===== src/rtl/ov7670_cfg_pkg.sv =====
// Shared types and constants for the OV7670 configuration sequencer.
package ov7670_cfg_pkg;

  typedef enum logic [3:0] {
    ST_POWERUP,
    ST_REWIND,
    ST_SETTLE,
    ST_CHECK,
    ST_ISSUE,
    ST_WAIT,
    ST_GAP,
    ST_RETRY,
    ST_NEXT,
    ST_DONE,
    ST_ERROR
  } cfg_state_t;

  localparam logic [7:0]  COM7_ADDR      = 8'h12;
  localparam int          COM7_RESET_BIT = 7;
  localparam logic [15:0] CFG_END        = 16'hFFFF;
  localparam logic [7:0]  SCCB_WRITE_ID  = 8'h42;

  function automatic int max2(int a, int b);
    return (a > b) ? a : b;
  endfunction

  // A COM7 write with the reset bit set needs the long post-reset wait.
  function automatic logic is_com7_reset(logic [7:0] addr, logic [7:0] data);
    return (addr == COM7_ADDR) && data[COM7_RESET_BIT];
  endfunction

endpackage


===== src/rtl/ov7670_cfg_sequencer_if.sv =====
// Write-request channel between the configuration sequencer and the SCCB master.
interface ov7670_cfg_sequencer_if;
  // sccb_valid rises with addr/data/id stable and stays high, unchanged, until
  // the cycle where sccb_valid & sccb_ready is seen; that cycle is the transfer.
  // sccb_done pulses once per transfer; sccb_nack is only meaningful with it.
  logic       sccb_valid;
  logic       sccb_ready;
  logic [7:0] sccb_id;
  logic [7:0] sccb_addr;
  logic [7:0] sccb_data;
  logic       sccb_done;
  logic       sccb_nack;

  modport master (
    output sccb_valid, sccb_id, sccb_addr, sccb_data,
    input  sccb_ready, sccb_done, sccb_nack
  );

  modport slave (
    input  sccb_valid, sccb_id, sccb_addr, sccb_data,
    output sccb_ready, sccb_done, sccb_nack
  );
endinterface


===== src/rtl/ov7670_cfg_sequencer_cfg_delay_timer.sv =====
// Down-counter shared by the power-up, settle and gap waits.
module cfg_delay_timer #(
  parameter int             W          = 8,
  parameter logic [W-1:0]   RESET_LOAD = '0
) (
  input  logic         clk,
  input  logic         reset,
  input  logic         start,
  input  logic [W-1:0] load,
  output logic         expired
);

  logic [W-1:0] cnt;

  // Loading N-1 makes the wait state last exactly N cycles.
  always_ff @(posedge clk or posedge reset) begin
    if (reset)
      cnt <= RESET_LOAD;
    else if (start)
      cnt <= load;
    else if (cnt != '0)
      cnt <= cnt - 1'b1;
  end

  assign expired = (cnt == '0) && !start;

endmodule


===== src/rtl/ov7670_cfg_sequencer.sv =====
// Walks the OV7670 register table, issuing SCCB writes with the required delays and retries.
module ov7670_cfg_sequencer
  import ov7670_cfg_pkg::*;
#(
  parameter logic [7:0] CAM_ID            = SCCB_WRITE_ID,
  parameter int         POWERUP_CYCLES    = 1_250_000,
  parameter int         RESET_WAIT_CYCLES = 25_000,
  parameter int         GAP_CYCLES        = 250,
  parameter int         MAX_RETRY         = 3,
  parameter int         SETTLE_CYCLES     = 3
) (
  input  logic        clk,
  input  logic        reset,
  input  logic        reconfig,
  input  logic [15:0] command,
  input  logic        finished,
  output logic        advance,
  output logic        resend,
  ov7670_cfg_sequencer_if.master sccb,
  output logic        busy,
  output logic        done,
  output logic        error,
  output logic [7:0]  entry_cnt,
  output cfg_state_t  state_dbg
);

  localparam int MAX_DELAY = max2(max2(POWERUP_CYCLES, RESET_WAIT_CYCLES),
                                  max2(GAP_CYCLES, SETTLE_CYCLES));
  localparam int TW = $clog2(MAX_DELAY) + 1;
  localparam int RW = $clog2(MAX_RETRY + 1) + 1;

  localparam logic [TW-1:0] LD_POWERUP = TW'(POWERUP_CYCLES - 1);
  localparam logic [TW-1:0] LD_RESET   = TW'(RESET_WAIT_CYCLES - 1);
  localparam logic [TW-1:0] LD_GAP     = TW'(GAP_CYCLES - 1);
  localparam logic [TW-1:0] LD_SETTLE  = TW'(SETTLE_CYCLES - 1);
  localparam logic [RW-1:0] RETRY_MAX  = RW'(MAX_RETRY);

  cfg_state_t    state, state_n;
  logic [7:0]    addr_q, data_q;
  logic [RW-1:0] retry_q;
  logic [7:0]    entry_q;

  logic          tmr_start;
  logic [TW-1:0] tmr_load;
  logic          tmr_expired;
  logic          latch_cmd, inc_entry, inc_retry, clr_entry;

  cfg_delay_timer #(
    .W          (TW),
    .RESET_LOAD (LD_POWERUP)
  ) u_timer (
    .clk     (clk),
    .reset   (reset),
    .start   (tmr_start),
    .load    (tmr_load),
    .expired (tmr_expired)
  );

  always_ff @(posedge clk or posedge reset) begin
    if (reset)
      state <= ST_POWERUP;
    else
      state <= state_n;
  end

  always_comb begin
    state_n   = state;
    tmr_start = 1'b0;
    tmr_load  = LD_SETTLE;
    latch_cmd = 1'b0;
    inc_entry = 1'b0;
    inc_retry = 1'b0;
    clr_entry = 1'b0;
    case (state)
      ST_POWERUP: begin
        // reconfig is deliberately not looked at until the table has run once.
        if (tmr_expired) state_n = ST_REWIND;
      end
      ST_REWIND: begin
        tmr_start = 1'b1;
        tmr_load  = LD_SETTLE;
        state_n   = ST_SETTLE;
      end
      ST_SETTLE: begin
        if (tmr_expired) state_n = ST_CHECK;
      end
      ST_CHECK: begin
        if (finished) begin
          state_n = ST_DONE;
        end else begin
          latch_cmd = 1'b1;
          state_n   = ST_ISSUE;
        end
      end
      ST_ISSUE: begin
        if (sccb.sccb_ready) state_n = ST_WAIT;
      end
      ST_WAIT: begin
        if (sccb.sccb_done) begin
          if (!sccb.sccb_nack) begin
            inc_entry = 1'b1;
            tmr_start = 1'b1;
            tmr_load  = is_com7_reset(addr_q, data_q) ? LD_RESET : LD_GAP;
            state_n   = ST_GAP;
          end else if (retry_q < RETRY_MAX) begin
            inc_retry = 1'b1;
            tmr_start = 1'b1;
            tmr_load  = LD_GAP;
            state_n   = ST_RETRY;
          end else begin
            state_n = ST_ERROR;
          end
        end
      end
      ST_GAP: begin
        if (tmr_expired) state_n = ST_NEXT;
      end
      ST_RETRY: begin
        if (tmr_expired) state_n = ST_ISSUE;
      end
      ST_NEXT: begin
        tmr_start = 1'b1;
        tmr_load  = LD_SETTLE;
        state_n   = ST_SETTLE;
      end
      ST_DONE, ST_ERROR: begin
        if (reconfig) begin
          clr_entry = 1'b1;
          state_n   = ST_REWIND;
        end
      end
      default: state_n = ST_POWERUP;
    endcase
  end

  always_ff @(posedge clk or posedge reset) begin
    if (reset) begin
      addr_q  <= '0;
      data_q  <= '0;
      retry_q <= '0;
      entry_q <= '0;
    end else begin
      if (latch_cmd) begin
        addr_q  <= command[15:8];
        data_q  <= command[7:0];
        retry_q <= '0;
      end else if (inc_retry) begin
        retry_q <= retry_q + 1'b1;
      end
      if (clr_entry)
        entry_q <= '0;
      else if (inc_entry && entry_q != 8'hFF)
        entry_q <= entry_q + 1'b1;
    end
  end

  assign sccb.sccb_valid = (state == ST_ISSUE);
  assign sccb.sccb_id    = CAM_ID;
  assign sccb.sccb_addr  = addr_q;
  assign sccb.sccb_data  = data_q;

  assign advance   = (state == ST_NEXT);
  assign resend    = (state == ST_REWIND);
  assign done      = (state == ST_DONE);
  assign error     = (state == ST_ERROR);
  // Gated by reset so that every status output reads 0 while reset is held.
  assign busy      = !reset && (state != ST_DONE) && (state != ST_ERROR);
  assign entry_cnt = entry_q;
  assign state_dbg = state;

endmodule


===== src/flat_wrapper.sv =====
// flat-port wrapper written by rule: the top's interface ports become plain ports
module ov7670_cfg_sequencer_flat import ov7670_cfg_pkg::*;
#(
  parameter logic [7:0] CAM_ID            = SCCB_WRITE_ID,
  parameter int         POWERUP_CYCLES    = 1_250_000,
  parameter int         RESET_WAIT_CYCLES = 25_000,
  parameter int         GAP_CYCLES        = 250,
  parameter int         MAX_RETRY         = 3,
  parameter int         SETTLE_CYCLES     = 3
)
  (clk, reset, reconfig, command, finished, advance, resend, busy, done, error, entry_cnt, state_dbg, sccb_sccb_valid, sccb_sccb_id, sccb_sccb_addr, sccb_sccb_data, sccb_sccb_ready, sccb_sccb_done, sccb_sccb_nack);
  ov7670_cfg_sequencer_if sccb_i ();
  input  logic clk;
  input  logic reset;
  input  logic reconfig;
  input  logic [15:0] command;
  input  logic finished;
  output logic advance;
  output logic resend;
  output logic busy;
  output logic done;
  output logic error;
  output logic [7:0] entry_cnt;
  output cfg_state_t state_dbg;
  output wire logic [$bits(sccb_i.sccb_valid)-1:0] sccb_sccb_valid;
  output wire logic [$bits(sccb_i.sccb_id)-1:0] sccb_sccb_id;
  output wire logic [$bits(sccb_i.sccb_addr)-1:0] sccb_sccb_addr;
  output wire logic [$bits(sccb_i.sccb_data)-1:0] sccb_sccb_data;
  input wire logic [$bits(sccb_i.sccb_ready)-1:0] sccb_sccb_ready;
  input wire logic [$bits(sccb_i.sccb_done)-1:0] sccb_sccb_done;
  input wire logic [$bits(sccb_i.sccb_nack)-1:0] sccb_sccb_nack;
  assign sccb_sccb_valid = sccb_i.sccb_valid;
  assign sccb_sccb_id = sccb_i.sccb_id;
  assign sccb_sccb_addr = sccb_i.sccb_addr;
  assign sccb_sccb_data = sccb_i.sccb_data;
  assign sccb_i.sccb_ready = sccb_sccb_ready;
  assign sccb_i.sccb_done = sccb_sccb_done;
  assign sccb_i.sccb_nack = sccb_sccb_nack;
  ov7670_cfg_sequencer #(.CAM_ID(CAM_ID), .POWERUP_CYCLES(POWERUP_CYCLES), .RESET_WAIT_CYCLES(RESET_WAIT_CYCLES), .GAP_CYCLES(GAP_CYCLES), .MAX_RETRY(MAX_RETRY), .SETTLE_CYCLES(SETTLE_CYCLES)) u_core (.clk(clk), .reset(reset), .reconfig(reconfig), .command(command), .finished(finished), .advance(advance), .resend(resend), .sccb(sccb_i), .busy(busy), .done(done), .error(error), .entry_cnt(entry_cnt), .state_dbg(state_dbg));
endmodule

===== config.mk =====
export PLATFORM = sky130hd
export DESIGN_NAME = ov7670_cfg_sequencer_flat
export DESIGN_NICKNAME = d
export VERILOG_FILES = /design/src/rtl/ov7670_cfg_pkg.sv /design/src/rtl/ov7670_cfg_sequencer_if.sv /design/src/rtl/ov7670_cfg_sequencer_cfg_delay_timer.sv /design/src/rtl/ov7670_cfg_sequencer.sv /design/src/flat_wrapper.sv
export SDC_FILE = /design/constraint.sdc
export NUM_CORES = 1
export LEC_CHECK = 0
export CORE_MARGIN = 2
export CORE_UTILIZATION = 51
export DETAILED_ROUTE_END_ITERATION = 7
export DONT_BUFFER_PORTS = 1
export PLACE_DENSITY = 0.69
export SKIP_LAST_GASP = 1
export SYNTH_ARGS = -nofsm -noshare
export SYNTH_HDL_FRONTEND = slang
export SYNTH_SLANG_ARGS = --single-unit

===== constraint.sdc =====
create_clock -name clk -period 2.27 [get_ports clk]
set_clock_uncertainty 0.15 [all_clocks]
set_input_delay 0.454 -clock clk [delete_from_list [all_inputs] [get_ports clk]]
set_output_delay 0.454 -clock clk [all_outputs]
set_load 0.03 [all_outputs]

==> results.md, run 1 <==
- Slew Limit Fails: 0
- Most numerous cell in the Yosys netlist: dfrtp_1
- Number of flops mapped to enable cells by yosys: 0
- Grt total ovfl: 0
- Post-Layout Cell Count: 402
- Pre-antenna DRT Iters: 4
- Arr. time, crit path: 2.25 ns
- Largest net degree at the start of global routing: 28
- Static Leakage: 1.52 nW
- Routed WL: 6530 microns
- I/O Buffers: 0
- Outcome: finished, final reports clean
- RSZ-0062 raised after global routing: yes
- Area grow syn2layout: 16.1%
- Crit path from: u_core.u_timer.cnt[8]
- Period Utilization, post-route: 97.3%
- Root Driver: clkbuf_8
- Most used DFF post-synth: dfrtp_1
- # H-tree levels: 2
- Filler cells: 470
- Synth top area cells: dfrtp_1 35%, dfstp_2 9.7%, mux2_2 6.4%, xnor2_1 3.8%, nor2_1 3.3%
- DP Area: 0.00324 sq mm
- Worst R2R Path Depth: 5
- Clk_lat worst skew: 0.31 ns
- Fmax: 0.453 GHz
- CP Launch Type: flop
- TNS Setup: 0 ns
- CP endpoint kind: flop
- Post-synthesis sequential area ratio: 45.1%
- Initial core utilization: 53.3%
- Vias post-DR: 2311
- Area of the multi-input gates: 0.00160 sq mm
- Worst setup margin: 0.0606 ns
- Met3 Use GR: 4.83%
- Synth top cells by count: 42 x dfrtp_1, 26 x nor2_1, 22 x nand2_1
- Initial DRC Count: 151
- Final hold vios: 0
- Worst slew pin tran: 0.563 ns
- Slew HR: 62.4%
- Critical-path cell list: or4_4 -> nor4_4 -> nor4b_4 -> o31a_2 -> mux2_1
- Post-route cell area: 0.00345 sq mm
- Worst-case clock buffer depth: 2
- Reg2Reg Launch Point: u_core.u_timer.cnt[8]
- CTS clk-pin slew, worst paths: 0.11 ns
- Slowest-stage cell, CP: or4_4
- CP max FO: 4
- Setup-failing EPs final: 0
- Num CTS Buffers: 5
- Final nets: 356
- DP HPWL: 4730 microns
- Total die area: 0.00646 sq mm
- Ant. Diodes: 0
- Row count: 27
- Post-place setup slack: -0.0684 ns
- Critical Path RT: 2.31 ns
- FFs w/ async S/R, synth: 100%
- Via density: 5.75
- Routability Congestion: 0.847
- Synth Instances: 298
- Die width: 80.4 microns
- Power, Total: 4.99 mW
- Reg area: 0.00134 sq mm
- Met1 Use GR: 27.0%
- Core Footprint: 0.00557 sq mm
- CP Class: flop to flop
- Cell taking the most area after synthesis: dfrtp_1
- Mean Syn Cell Area: 9.98 sq um
- Power Density: 1450 mW/mm^2
- First-pass GRT wire length: 10600 microns
- ANT nets after route: 0
- Min Tclk post-route: 2.21 ns
- Reg2reg setup slack: 0.06 ns
- Clk sink count: 53
- Vias in the first global route: 2240
- Die Ht: 80.4 microns
- CP endpoint: u_core.state_dbg[2]
- Reg2reg end: u_core.state_dbg[2]
- Max cap viols: 0
- # IOs: 65
- Layout cells sized above 1: 30.3%
- Hold Path Class: primary input to flop
- # DRC: 0
- Antenna violations before repair: 0
- Number of synthesis warnings: 0
- WL/cell: 16.2 microns
- #FFs+latches synth: 53
- Most Crowded Layer GR: met2
- Placed cell count: 390
- Total global-route track usage: 20.9%
- CTS tree: yes
- Mapped Area: 0.00297 sq mm
- Grt met2 use: 36.1%
- Worst ir drop on vdd: 0.000795 V
- Share of Yosys cell area claimed by the top area cell type: 35.4%
- Yosys cell types: 59
- Slowest stage delay, CP: 0.51 ns
==> routing by layer <==
layer | part of all wire (%) | vias to the layer above
li1 | - | 1110
met1 | 42 | 1115
met2 | 51 | 79
met3 | 5.9 | 7
met4 | 1.0 | 0
met5 | 0 | -
==> critical path, delay by kind of cell, from the launching register on <==
family           cells  cell delay (ns)
multiplexers         1             0.33
AO/OA/AOI/OAI        1             0.19
flip-flops           1             0.43
AND/OR/NAND/NOR      3             0.99
==> final cells by class <==
type                       instances  share of cell area, %
clock inverter                     3                  0.834
timing repair buffer              40                   8.77
clock buffer                       5                   1.99
tap                               72                   2.61
multi-input combinational        223                   46.3
inverter                           6                  0.652
sequential                        53                   38.9
==> worst min path at each step <==
stage,from,depth (start not counted),end
6_report,command[0],1,u_core.sccb.sccb_data[0]
3_5_place_dp,reset,1,u_core.entry_cnt[6]
3_3_place_gp,reset,1,u_core.entry_cnt[6]
5_1_grt,command[5],1,u_core.sccb.sccb_data[5]
4_1_cts,command[5],1,u_core.sccb.sccb_data[5]
2_1_floorplan,u_core.u_timer.cnt[17],2,u_core.u_timer.cnt[17]
==> power breakdown <==
group / switching, mW / internal, mW / leakage (nW)
sequential: 0.610 / 1.35 / 0.655
clock: 0.344 / 0.232 / 0.0506
combinational: 1.33 / 1.13 / 0.810
total: 2.29 / 2.71 / 1.52
==> flip-flops by register name, summed over array words and instances (netlist names) <==
| signal | count |
|---|---|
| u_core.state_dbg | 4 |
| u_core.u_timer.cnt | 22 |
| u_core.sccb.sccb_addr | 8 |
| u_core.retry_q | 3 |
| u_core.sccb.sccb_data | 8 |
| u_core.entry_cnt | 8 |
==> kinds of logic (layout without fill, tap and decap cells) <==
family	Yosys count	after routing	synth area share (%)
and+or+nand+nor	114	114	21.3
AOI/OAI and AO/OA	53	53	12.1
DFF	53	53	45.1
buffers and inverters	28	54	4.88
muxes	23	23	8.54
xor gates and xnor gates	21	21	6.19
adders and majority gates	4	4	1.68
other	2	8	0.253
==> stage by stage <==
step	util, %	hold slack (ns)
final	61.9	0.131
after CTS	60.4	0.129
after floorplan	-	0.311
after detailed placement	58.2	0.274
after global placement	58.2	0.271
after global routing	61.9	0.110
==> repair_timing <==
action / in CTS / in global routing
hold buffers: 1 / 0
pin swaps: 0 / 1
hold endpoints to repair: 24 / 0
setup buffers: 0 / 3
setup endpoints to repair: 5 / 12
gates resized for setup: 4 / 14
==> cells in the final DEF, fill, tap and decap left out, drive strengths merged, types with 6 or more instances in the layout <==
master and count:
dfrtp 42, buf 39, nor2 26, nand2 22
a21oi 19, mux2 19, xnor2 13, nor3 12
dfstp 11, nand3 9, xor2 8, conb 8
inv 8, or3 6, and2 6
(Power assumes the default switching activity.)
==> run 2: changes to the inputs <==
--- a/config.mk
+++ b/config.mk
@@ -5,6 +5,8 @@
 export SDC_FILE = /design/constraint.sdc
 export NUM_CORES = 1
 export LEC_CHECK = 0
+export CAP_MARGIN = 20
+export CORE_ASPECT_RATIO = 1.1
 export CORE_MARGIN = 2
 export CORE_UTILIZATION = 51
 export DETAILED_ROUTE_END_ITERATION = 7
==> run 2 against run 1 <==
  * First-iteration DRC count decreased by 36%
  * Maximum frequency down 1.5%
  * Clock power shrank 2%
  * Core utilization down 2.2 points
  * Non-clock buffer count shrank 2
  * Critical path depth unchanged
  * Wire length decreased by 6.1%
  * Global-route usage decreased by 1.4 points
  * Flip-flop and latch count is the same
  * Register-to-register slack worse by 0.03 ns
  * Worst hold slack worse by 0.091 ns
  * Critical path type unchanged
==> results.md, run 2 (synthesis results as in run 1) <==
- Worst R2R Path Depth: 5 (unchanged)
- Setup-failing EPs final: 0 (unchanged)
- Ant. Diodes: 0 (unchanged)
- CTS clk-pin slew, worst paths: 0.11 ns (about the same)
- Hold Path Class: primary input to async pin
- DP HPWL: 4620 microns (-2.4%)
- Clk sink count: 53 (unchanged)
- # H-tree levels: 2 (unchanged)
- CP bufs+invs: 0 (unchanged)
- Max cap viols: 0 (unchanged)
- WL/cell: 15.1 microns (-6.8%)
- Die width: 76.8 microns (-4.4%)
- Num CTS Buffers: 5 (unchanged)
- First-pass GRT wire length: 10400 microns (-1.7%)
- Grt total ovfl: 0 (unchanged)
- Total global-route track usage: 19.6% (-1.4 points)
- Reg2reg setup slack: 0.03 ns (-0.03 ns)
- Largest Register: u_core.u_timer.cnt
- ANT nets after route: 0 (unchanged)
- Max reg flops: 22 (unchanged)
- Critical Path RT: 2.32 ns (about the same)
- Arr. time, crit path: 2.29 ns (+0.04 ns)
- Via density: 5.60 (-2.5%)
- CP top delay family: simple AND/OR/NAND/NOR gates
- Period Utilization, post-route: 98.8% (+1.5 points)
- Initial DRC Count: 97 (-36%)
- Area grow syn2layout: 14.5%
- Reg2reg end: u_core.state_dbg[0]
- I/O Buffers: 0 (unchanged)
- Core Footprint: 0.00570 sq mm (+2.2%)
- Reg2Reg Launch Point: u_core.u_timer.cnt[7]
- Layout cells sized above 1: 29.0% (-1.3 points)
- Worst-case clock buffer depth: 2 (unchanged)
- Worst setup margin: 0.0263 ns (-0.0344 ns)
- Grt met2 use: 34.6% (-1.5 points)
- Pre-antenna DRT Iters: 5 (+1)
- Antenna violations before repair: 0 (unchanged)
- Die Ht: 84.1 microns (+4.6%)
- Most used cells in the layout excluding fill and tap cells: 41 x dfrtp_1, 37 x buf_4, 26 x nor2_1, 22 x nand2_1, 18 x a21oi_1
- Most Crowded Layer GR: met2
- Clk_lat worst skew: 0.31 ns (about the same)
- Vias in the first global route: 2267 (+1.2%)
- Largest net degree at the start of global routing: 54 (+93%)
- Worst ir drop on vdd: 0.000958 V (+21%)
- Initial core utilization: 52.2% (-1.1 points)
- # IOs: 65 (unchanged)
- Slew HR: 57.7% (-4.7 points)
- Root Driver: clkbuf_8
- Commonest non-fill, non-tap cell in the layout: dfrtp_1
- Final Util: 59.7% (-2.2 points)
- Critical-path cell list: or4_4 -> nor4_4 -> nor4b_4 -> o31a_2 -> mux2_1
- Total die area: 0.00646 sq mm (about the same)
- Power Density: 1440 mW/mm^2 (-0.52%)
- Worst slew pin tran: 0.634 ns (+0.0712 ns)
- Routed WL: 6130 microns (-6.1%)
- Outcome: finished, final reports clean
- Min Tclk post-route: 2.24 ns (+0.0344 ns)
- P_int: 2.70 mW (-0.40%)
- CP max FO: 4 (unchanged)
- Switching Fraction: 45.0% (-0.84 points)
- Gate power share: 49.3% (about the same)
- # DRC: 0 (unchanged)
- P_sw: 2.20 mW (-3.7%)
- Slowest-stage cell, CP: or4_4
- CP Launch Type: flop
- RSZ-0062 raised after global routing: yes
- Hold WS: 0.0399 ns (-0.0913 ns)
- Seq pwr share: 39.2% (about the same)
- CP endpoint kind: flop
- Vias post-DR: 2269 (-1.8%)
- Post-place setup slack: 0.0299 ns (+0.0983 ns)
- Row count: 29 (+7.4%)
- Clk pwr share: 11.5% (about the same)
- Fmax: 0.446 GHz (-1.5%)
- Slew Limit Fails: 0 (unchanged)
- Final hold vios: 0 (unchanged)
- Static Leakage: 1.50 nW (-1.3%)
- Routability Congestion: 0.813 (-4.0%)
- Met3 Use GR: 3.90% (-0.94 points)
- CP Class: flop to flop
- Final nets: 354 (-0.56%)
- CTS tree: yes
- Slowest stage delay, CP: 0.54 ns (+0.03 ns)
- Met1 Use GR: 24.5% (-2.5 points)
- Hold_buf cts: 0 (-1)
- TNS Setup: 0 ns (unchanged)
run 2: cell type report:
| type | count | area (sq um) |
|---|---|---|
| Multi-Input combinational cell | 223 | 1550 |
| Inverter | 6 | 22.5 |
| Clock buffer | 5 | 68.8 |
| Fill cell | 494 | 2290 |
| Clock inverter | 3 | 26.3 |
| Timing Repair Buffer | 38 | 298 |
| Tap cell | 77 | 96.3 |
| Sequential cell | 53 | 1340 |
run 2: per-stage QoR:
step	instances	area, sq um	total power [mW]
after global placement	395	3260	4.23
final	405	3400	4.90
after global routing	405	3400	5.25
after floorplan	304	3010	3.59
after detailed placement	395	3260	4.29
after CTS	403	3360	4.87
run 2: repair_timing:
item,CTS,global route
endpoints found under the setup margin,1,12
setup buffers,0,2
resized for setup,1,9
pin swaps,0,0
run 2: how the worst max path moves through the flow:
stage	start	endpoint	depth (start not counted)
floorplan	u_core.u_timer.cnt[9]	u_core.state_dbg[2]	5
global placement	u_core.u_timer.cnt[8]	u_core.state_dbg[0]	5
detailed placement	u_core.u_timer.cnt[8]	u_core.state_dbg[0]	5
CTS	u_core.state_dbg[0]	busy	5
global route	u_core.u_timer.cnt[8]	u_core.state_dbg[0]	5
finish	u_core.u_timer.cnt[7]	u_core.state_dbg[0]	5
run 2: power by group through the flow:
stage / Sequential (mW) / Clock (mW) / Combinational [mW]
3_3_place_gp: 1.92 / 0 / 2.30
2_1_floorplan: 2.02 / 0 / 1.57
6_report: 1.92 / 0.563 / 2.42
4_1_cts: 1.92 / 0.585 / 2.36
5_1_grt: 1.97 / 0.624 / 2.66
3_5_place_dp: 1.94 / 0 / 2.34
run 2: routing by layer:
| layer | wire (microns) | vias to the layer above |
|---|---|---|
| met2 | 3090 | 58 |
| met3 | 283 | 7 |
| met5 | 0 | - |
| met1 | 2690 | 1100 |
| li1 | - | 1104 |
| met4 | 66 | 0 |
run 2: worst reg2reg max path: stages, from the launching register on:
cell	delay, ns
dfstp_2	0.40
or4_4	0.54
nor4_4	0.24
nor4b_4	0.27
o31a_2	0.20
mux2_1	0.32
==> run 3: changes to the inputs <==
--- a/config.mk
+++ b/config.mk
@@ -15,4 +15,5 @@
 export SKIP_LAST_GASP = 1
 export SYNTH_ARGS = -nofsm -noshare
 export SYNTH_HDL_FRONTEND = slang
+export SYNTH_HIERARCHICAL = 1
 export SYNTH_SLANG_ARGS = --single-unit
==> constraint.sdc (replaced) <==
create_clock -name clk -period 1.93 [get_ports clk]
set_clock_uncertainty 0.15 [all_clocks]
set_input_delay 0.386 -clock clk [delete_from_list [all_inputs] [get_ports clk]]
set_output_delay 0.386 -clock clk [all_outputs]
set_load 0.03 [all_outputs]
==> run 3 against run 2 <==
  * The flow now finishes with violations (negative setup slack)
  * Critical path depth up 5
  * Via count up 43%
  * Worst hold slack better by 0.016 ns
  * Core utilization up 20 points
  * Flip-flop and latch count unchanged
  * Die area up 7.1%
  * Final area up 43%
  * Area after synthesis up 7.5%
  * First-iteration DRC count up 110%
  * Highest routed layer unchanged
==> results.md, run 3 <==
- Most numerous cell in the Yosys netlist: dfrtp_1
- Grt total ovfl: 0 (unchanged)
- Die width: 79.5 microns (+3.5%)
- Number of flops mapped to enable cells by yosys: 0 (unchanged)
- Detailed route wirelength on metal2: 5670 microns (+84%)
- Number of synthesis warnings: 6 (+6)
- Met1 WL: 4110 microns (+53%)
- Hold Path Class: primary input to flop
- Crit path from: u_core/retry_q[0]
- Via density: 6.02 (+7.4%)
- Core Footprint: 0.00612 sq mm (+7.4%)
- Filler cells: 361 (-27%)
- Top sig layer: met4
- Worst slew pin tran: 0.572 ns (-0.0619 ns)
- I/O Buffers: 0 (unchanged)
- Num CTS Buffers: 5 (unchanged)
- Clk pwr share: 8.4% (-3.1 points)
- CP max FO: 3 (-1)
- Worst-case clock buffer depth: 2 (unchanged)
- Synth top cells by count: 42 x dfrtp_1, 27 x nor2_1, 21 x nand2_1
- Worst setup margin: -0.557 ns (-0.583 ns)
- WL/cell: 19.5 microns (+29%)
- Largest net degree at the start of global routing: 32 (-41%)
- Layout cells sized above 1: 50.4% (+21 points)
- Max reg flops: 22 (unchanged)
- Row count: 30 (+3.4%)
- Cell taking the most area after synthesis: dfrtp_1
- Outcome: complete, but fails checks
- Vias post-DR: 3249 (+43%)
- #FFs+latches synth: 53 (unchanged)
- DP HPWL: 6400 microns (+39%)
- TNS Setup: -9.98 ns (-9.98 ns)
- Vias in the first global route: 3262 (+44%)
- CP Launch Type: flop
- Total global-route track usage: 28.2% (+8.7 points)
- Post-synthesis sequential area ratio: 41.9% (-3.1 points)
- Reg2reg setup slack: -0.56 ns (-0.58 ns)
- Critical Path RT: 2.00 ns (-0.32 ns)
- # DRC: 0 (unchanged)
- CTS clk-pin slew, worst paths: 0.11 ns (about the same)
- Power Density: 1690 mW/mm^2 (+17%)
- Period Utilization, post-route: 129% (+30 points)
- Slew Limit Fails: 0 (unchanged)
- FFs w/ async S/R, synth: 100% (unchanged)
- Most used DFF post-synth: dfrtp_1
- Clk sink count: 53 (unchanged)
- P_int: 4.49 mW (+67%)
- Met3 WL: 479 microns (+69%)
- Max cap viols: 0 (unchanged)
- # H-tree levels: 2 (unchanged)
- Setup-failing EPs final: 46 (+46)
- Slew HR: 61.6% (+3.8 points)
- Reg2reg end: u_core/state_dbg[0]
- Gate power share: 64.7% (+15 points)
- Arr. time, crit path: 2.55 ns (+0.26 ns)
- Routed WL: 10500 microns (+72%)
- Clk_lat worst skew: 0.32 ns (about the same)
- Worst R2R Path Depth: 10 (+5)
- Final nets: 485 (+37%)
- P_sw: 3.73 mW (+69%)
- CP endpoint: u_core/state_dbg[0]
- Mean Syn Cell Area: 9.37 sq um (-6.1%)
- CTS tree: yes
- Yosys cell types: 59 (unchanged)
- Pre-antenna DRT Iters: 5 (unchanged)
- Area of the multi-input gates: 0.00223 sq mm (+44%)
- Root Driver: clkbuf_8
- Routability Congestion: 0.902 (+11%)
- Final hold vios: 0 (unchanged)
- Synth Instances: 341 (+14%)
- Antenna violations before repair: 0 (unchanged)
- Switching Fraction: 45.4% (+0.42 points)
- Fmax: 0.402 GHz (-9.8%)
- ANT nets after route: 0 (unchanged)
- First-pass GRT wire length: 15100 microns (+45%)
- CP endpoint kind: flop
- RSZ-0062 raised after global routing: yes
- Share of Yosys cell area claimed by the top area cell type: 32.9% (-2.5 points)
- Total die area: 0.00692 sq mm (+7.1%)
- Min Tclk post-route: 2.49 ns (+0.243 ns)
- Synth top area cells: dfrtp_1 33%, dfstp_2 9.0%, mux2_2 6.3%, nor2_1 3.2%, nor3_1 2.8%
- Mapped Area: 0.00320 sq mm (+7.5%)
- Reg2Reg Launch Point: u_core/retry_q[0]
- Commonest non-fill, non-tap cell in the layout: buf_4
- Die Ht: 87.0 microns (+3.5%)
- Ant. Diodes: 0 (unchanged)
- Reg area: 0.00135 sq mm (+0.28%)
- CP Class: flop to flop
- Initial core utilization: 52.2% (about the same)
- Failing checks: negative setup slack
- Post-place setup slack: -0.559 ns (-0.589 ns)
- Worst ir drop on vdd: 0.00103 V (+7.7%)
- # IOs: 65 (unchanged)
- Largest Register: u_core/u_timer/cnt
- Static Leakage: 2.04 nW (+36%)
- Seq pwr share: 26.9% (-12 points)
- Most used cells in the layout excluding fill and tap cells: 96 x buf_4, 38 x dfrtp_1, 23 x nor2_1, 21 x nand2_1, 19 x conb_1
- Initial DRC Count: 206 (+110%)
- Area grow syn2layout: 52.6%
-- run 3: cell count changes in the layout (fill, tap and decap cells not counted), sizes merged, moves of 6 or more --
cell / previous run / this run
a21oi: 19 / 12
a31oi: 1 / 8
buf: 38 / 114
conb: 8 / 19
inv: 9 / 15
nor3: 12 / 18
nor4: 5 / 12
o21ai: 4 / 15
xnor2: 13 / 3
-- run 3: worst min-delay path by stage --
stage | startpoint | endpoint | slack, ns | depth (start not counted)
floorplan | reset | u_core/entry_cnt[0] | 0.16 | 1
global placement | reset | u_core/u_timer/cnt[19] | 0.18 | 2
detailed placement | reset | u_core/u_timer/cnt[19] | 0.20 | 2
CTS | command[1] | u_core/sccb.sccb_data[1] | 0.05 | 1
global route | command[13] | u_core/sccb.sccb_addr[5] | 0.04 | 1
finish | command[1] | u_core/sccb.sccb_data[1] | 0.06 | 1
-- run 3: what timing repair did --
action	in CTS	in global routing
gates resized for setup	52	66
setup endpoints to repair	52	56
hold endpoints to repair	43	0
hold buffers	2	0
pin swaps	16	31
buffers inserted	9	12
cloned	2	1
-- run 3: critical path: stages, from the launching register on --
cell and delay [ns]:
dfrtp_1 0.39, a21oi_1 0.11, nor2b_2 0.21, nor3_4 0.07
or3_4 0.39, clkinv_8 0.06, and3_4 0.18, nor2_4 0.04
a32oi_2 0.25, o21a_1 0.20, mux2_2 0.34
-- run 3: per-stage QoR --
step	cell area [sq um]	util, %	hold slack [ns]	power [mW]	std cells
after floorplan	3420	-	0.161	4.86	358
after global placement	4070	66.5	0.184	6.13	512
after detailed placement	4070	66.5	0.195	6.24	512
after CTS	4490	73.4	0.0479	7.41	531
after global routing	4880	79.7	0.0440	8.63	540
final	4880	79.7	0.0564	8.22	540
-- run 3: cells by family after synthesis --
group	after synthesis	synth area share, %
buffers and inverters	39	5.72
multiplexers	23	7.91
flip-flops	53	41.9
XOR/XNOR	6	1.64
AND/OR/NAND/NOR	139	25.3
adder cells (fa/ha/maj)	3	1.17
other	2	0.235
AO/OA/AOI/OAI	76	16.1
-- run 3: power groups by stage --
stage | clock (mW) | combinational [mW] | sequential, mW
global route | 0.738 | 5.63 | 2.26
global placement | 0 | 4.00 | 2.13
finish | 0.688 | 5.32 | 2.21
CTS | 0.703 | 4.55 | 2.15
detailed placement | 0 | 4.09 | 2.15
floorplan | 0 | 2.35 | 2.52
-- run 3: per-layer routing --
layer	track usage, %	up-vias
met3	5.29	22
met2	52.3	94
li1	-	1491
met5	0	-
met4	11.1	0
met1	31.8	1642
-- run 3: layout make-up --
class | count | share of cell area [%]
Tap cell | 80 | 2.05
Clock inverter | 3 | 0.590
Timing Repair Buffer | 117 | 21.1
Clock buffer | 5 | 1.41
Inverter | 15 | 1.64
Multi-Input combinational cell | 267 | 45.6
Sequential cell | 53 | 27.6
